## src/rtl/rr_arbiter_4.sv

```systemverilog
// rr_arbiter_4: four-requester round-robin arbiter with registered, held grants.
// Define ARB_TIMEOUT_EN to preempt an owner after MAX_HOLD cycles while others wait.
module rr_arbiter_4 #(
  parameter int MAX_HOLD  = 8,
  parameter int RESET_PTR = 0
) (
  input  logic       clk,
  input  logic       rst_n,
  input  logic [3:0] req,
  output logic [3:0] gnt,
  output logic [1:0] gnt_idx,
  output logic       gnt_valid,
  output logic [7:0] hold_cnt
);
  typedef enum logic {IDLE, GRANT} state_t;
`ifdef ARB_TIMEOUT_EN
  localparam bit TO_EN = 1'b1;
`else
  localparam bit TO_EN = 1'b0;
`endif
  state_t     r_state, w_state_nx;
  logic [1:0] r_ptr, w_ptr_nx, r_idx, w_idx_nx, w_base, w_pick;
  logic [3:0] r_gnt, w_gnt_nx;
  logic [7:0] r_hold, w_hold_nx;
  logic       w_to, w_rel, w_scan, w_found;
  assign w_to = TO_EN && r_state == GRANT && r_hold == 8'(MAX_HOLD - 1) && |(req & ~r_gnt);
  always_comb begin
    w_rel = r_state == GRANT && (!req[r_idx] || w_to);
    w_scan = r_state == IDLE || w_rel;
    w_base = r_state == GRANT ? r_idx + 2'd1 : r_ptr;
    w_found = 1'b0;
    w_pick = w_base;
    // scanning downward lets the lowest rotation offset win
    for (int k = 3; k >= 0; k--)
      if (req[w_base + 2'(k)]) begin
        w_found = 1'b1;
        w_pick = w_base + 2'(k);
      end
    w_ptr_nx = w_rel ? r_idx + 2'd1 : r_ptr;
    w_state_nx = !w_scan ? r_state : w_found ? GRANT : IDLE;
    w_idx_nx = !w_scan ? r_idx : w_found ? w_pick : 2'd0;
    w_gnt_nx = !w_scan ? r_gnt : w_found ? 4'b0001 << w_pick : 4'b0000;
    w_hold_nx = w_scan ? 8'd0 : r_hold + {7'd0, r_hold != 8'hff};
  end
  always_ff @(posedge clk or negedge rst_n)
    if (!rst_n) begin
      r_state <= IDLE;
      r_ptr <= 2'(RESET_PTR);
      r_idx <= 2'd0;
      r_gnt <= 4'b0000;
      r_hold <= 8'd0;
    end else begin
      r_state <= w_state_nx;
      r_ptr <= w_ptr_nx;
      r_idx <= w_idx_nx;
      r_gnt <= w_gnt_nx;
      r_hold <= w_hold_nx;
    end
  assign gnt = r_gnt;
  assign gnt_idx = r_idx;
  assign gnt_valid = |r_gnt;
  assign hold_cnt = r_hold;
endmodule

```

## config.mk

```make
export PLATFORM = sky130hd
export DESIGN_NAME = rr_arbiter_4
export DESIGN_NICKNAME = d
export VERILOG_FILES = /design/src/rtl/rr_arbiter_4.sv
export SDC_FILE = /design/constraint.sdc
export NUM_CORES = 1
export LEC_CHECK = 0
export ABC_AREA = 1
export BUFFER_PORTS_ARGS = -buffer_cell sky130_fd_sc_hd__buf_2
export CAP_MARGIN = 20
export CORE_ASPECT_RATIO = 0.6
export CORE_MARGIN = 1.5
export CORE_UTILIZATION = 40
export CTS_CLUSTER_DIAMETER = 80
export DETAILED_ROUTE_END_ITERATION = 12
export HOLD_SLACK_MARGIN = 0.06
export PLACE_DENSITY = 0.69
export SLEW_MARGIN = 10
export SYNTH_ARGS = -nofsm -noshare
export SYNTH_HDL_FRONTEND = slang
export SYNTH_SLANG_ARGS = --single-unit
```

## constraint.sdc

```tcl
create_clock -name clk -period 1.6 [get_ports clk]
set_clock_uncertainty 0.2 [all_clocks]
set_input_delay 0.08 -clock clk [delete_from_list [all_inputs] [get_ports clk]]
set_output_delay 0.08 -clock clk [all_outputs]
set_load 0.02 [all_outputs]
```

==> results by group <==
Run status
  – Outcome: complete, but fails checks
  – Failing checks: setup timing

Placed design
  – Dpl cells: 235
  – I/O Buffers: 20
  – HPWL after DPL: 2470 um
  – Placer Congestion: 0.900
  – Cell Area, Placed: 1490 um2

Worst hold path
  – Worst min path class: input port to async pin

Worst setup path
  – Reg-to-reg critical path endpoint: gnt[3]
  – CP top delay family: simple AND/OR/NAND/NOR gates
  – Arrival @ worst endpoint: 2.00 ns
  – CP cell instances: inv_4, nand2_4, nand2_8, buf_6, nand2_4, nand3_4, nand2_4, inv_2, nand2_2, nand2_2, nand2_4, nand3_2, o21bai_1
  – Crit path kind: flip-flop to flip-flop
  – Crit path largest cell delay: 0.49 ns
  – Worst r2r path cells: 13
  – CP Data Required Time: 1.60 ns
  – Crit path top cell by count: nand2_4
  – CP max stage cell: dfrtp_2
  – CP Launch Type: flip-flop
  – WP buf/inv: 3
  – Peak fanout along the critical path: 7
  – R2R Path Start: r_state
  – CP Capture Type: flip-flop
  – R2r setup slk: -0.40 ns

CTS
  – CTS buffer count: 3
  – H-Tree Depth: 1
  – Worst skew pair latency: 0.27 ns
  – Clk root buf: clkbuf_8
  – Max Buffers Root-to-Sink: 2
  – Clk slew on worst S/H paths: 0.07 ns
  – Sink Count: 17
  – CTS tree: built

Timing
  – # setup viols final: 16
  – Endpoints failing hold: 0
  – WHS: 0.0738 ns
  – Fmax: 500 MHz
  – Unrepaired setup endpoints after global routing: true
  – Final worst-path cycle share: 125%
  – Slew @ Worst Pin: 0.406 ns
  – Fin crit period: 2.00 ns
  – Relative slew slack: 73.0%
  – Setup_tns: -3.34 ns
  – Fin worst setup slack: -0.400 ns
  – Slew Limit Fails: 0

Route
  – WL met2: 1990 um
  – First-pass DRT Iterations: 4
  – DR vias/cell: 5.37
  – Post-route DRC: 0
  – Drt wl/cell: 17.1 um
  – Starting DRT DRC Count: 104
  – Routed met3 length: 293 um
  – Final ANT Viol Nets: 0
  – Drt total wl: 4310 um
  – Top sig layer: met4
  – DR vias: 1353
  – Met1 Routed Length: 1920 um

Global route
  – Number of global-route vias before repair: 1227
  – First-pass GRT wire length: 5870 um
  – Antenna violations before repair: 0
  – Grt ovf: 0
  – Overall Global Routing Usage: 24.6%
  – Pin count of the biggest net entering global routing: 18

Finish
  – Layout overhead on the synthesized area: 73.0%
  – Layout cells sized above 1: 62.7%
  – Commonest non-fill, non-tap cell in the layout: nand2_1
  – Sequential cell area: 437 um2
  – Filler cells: 165
  – Finished Layout Cells: 252
  – Most frequent cells in the layout: 31 x nand2_1, 28 x buf_4, 19 x buf_2
  – Final net count: 229
  – Multi-input logic area: 940 um2
  – Final instance area: 1940 um2
  – ANT cells: 0

Floorplanning
  – I/O Pins: 21
  – Die ar.: 3140 um2
  – Die Ht: 44.0 um
  – Initial Util: 43.6%
  – CORE AREA: 2570 um2
  – Die W: 71.4 um
  – Site row count: 14

Synth
  – Avg Inst Size Synth: 6.97 um2
  – Syn nets: 169
  – Sequential fraction of the synthesis area: 37.9%
  – Distinct cells, synth: 24
  – Yosys reg bits: 17
  – Mapped Cells: 161
  – Cell Area, Synth: 1120 um2
  – Ys Warns: 0

Power
  – Leak: 1.03 nW
  – PwrDens: 2320 nW/um2
  – Maximum vdd drop: 0.00149 V

Job
  – Max Cap Viol: 0
-- registers in the layout, indices dropped and copies added (netlist names) --
signal / count
hold_cnt: 8
gnt: 4
gnt_idx: 2
r_ptr: 2
r_state: 1
-- layout make-up --
type	count	share of cell area [%]
Clock buffer	3	2.13
Clock inverter	1	0.258
Inverter	22	4.64
Multi-Input combinational cell	122	48.4
Sequential cell	17	22.5
Tap cell	32	2.06
Timing Repair Buffer	54	19.7
Timing Repair inverter	1	0.322
-- through the flow --
step	total power, W	utilization, %	setup WS (ns)
finish	0.00451	75.4	-0.400
global route	0.00479	75.4	-0.482
CTS	0.00370	65.7	-0.278
detailed placement	0.00294	57.9	-0.332
global placement	0.00284	57.9	-0.234
floorplan	0.00222	-	-0.134
-- synthesized netlist by cell type --
library cell / number / share of area (%)
xnor2_1: 2 / 1.6
nor3_1: 3 / 1.3
ha_1: 2 / 2.2
nand2_4: 3 / 3.0
or4_1: 1 / 0.67
dfrtp_1: 17 / 38
inv_1: 18 / 6.0
inv_2: 3 / 1.0
o21bai_1: 1 / 0.67
or2_2: 1 / 0.56
nand2_1: 51 / 17
nor2_1: 13 / 4.3
o21ai_1: 1 / 0.45
o21ai_0: 5 / 2.2
nand2_2: 7 / 3.9
o22ai_1: 1 / 0.56
nor2_2: 3 / 1.7
nand4_1: 2 / 1.1
xor2_1: 1 / 0.78
nand3_2: 3 / 2.7
nor4_1: 1 / 0.56
nand3_1: 17 / 7.6
clkinv_1: 1 / 0.33
a21oi_1: 4 / 1.8
-- worst reg2reg max path: stages, from the launching register on --
cell and delay (ns):
dfrtp_2 0.49, inv_4 0.09, nand2_4 0.11, nand2_8 0.08
buf_6 0.13, nand2_4 0.10, nand3_4 0.10, nand2_4 0.11
inv_2 0.04, nand2_2 0.08, nand2_2 0.07, nand2_4 0.09
nand3_2 0.10, o21bai_1 0.14
-- cells by family (layout without fill, tap and decap cells) --
logic type / after synthesis / after routing / share of synthesized area [%]
XOR/XNOR: 3 / 3 / 2.34
buffers and inverters: 22 / 81 / 7.36
flip-flops: 17 / 17 / 37.9
AO/OA/AOI/OAI: 12 / 12 / 5.69
adder cells (fa/ha/maj): 2 / 2 / 2.23
AND/OR/NAND/NOR: 105 / 105 / 44.5
-- what timing repair did --
action | 4_1_cts | 5_1_grt
hold endpoints to repair | 17 | 0
setup endpoints to repair | 16 | 18
gates resized for setup | 28 | 47
hold buffers | 1 | 0
buffers inserted | 6 | 7
pin swaps | 13 | 20
cloned | 0 | 1
-- layer usage --
layer | track usage [%] | vias to the layer above
met5 | 0 | -
met4 | 6.79 | 0
met3 | 6.15 | 13
met2 | 38.3 | 58
met1 | 34.7 | 645
li1 | - | 637
-- how the worst max path moves through the flow --
stage / to / start / slack [ns] / cells after the start
5_1_grt: gnt[1] / r_state / -0.48 / 13
6_report: gnt[3] / r_state / -0.40 / 13
2_1_floorplan: gnt[0] / gnt_idx[0] / -0.13 / 12
4_1_cts: gnt[0] / r_state / -0.28 / 14
3_3_place_gp: gnt[0] / r_state / -0.23 / 11
3_5_place_dp: gnt[0] / r_state / -0.33 / 12
-- report_power, final --
part / switching [W] / internal [W] / total (W) / leakage (nW)
registers: 0.000134 / 0.000569 / 0.000703 / 0.207
clock network: 0.000173 / 0.000174 / 0.000347 / 0.0255
logic: 0.00215 / 0.00131 / 0.00346 / 0.796
No activity file was read; power rests on OpenSTA's default activity.
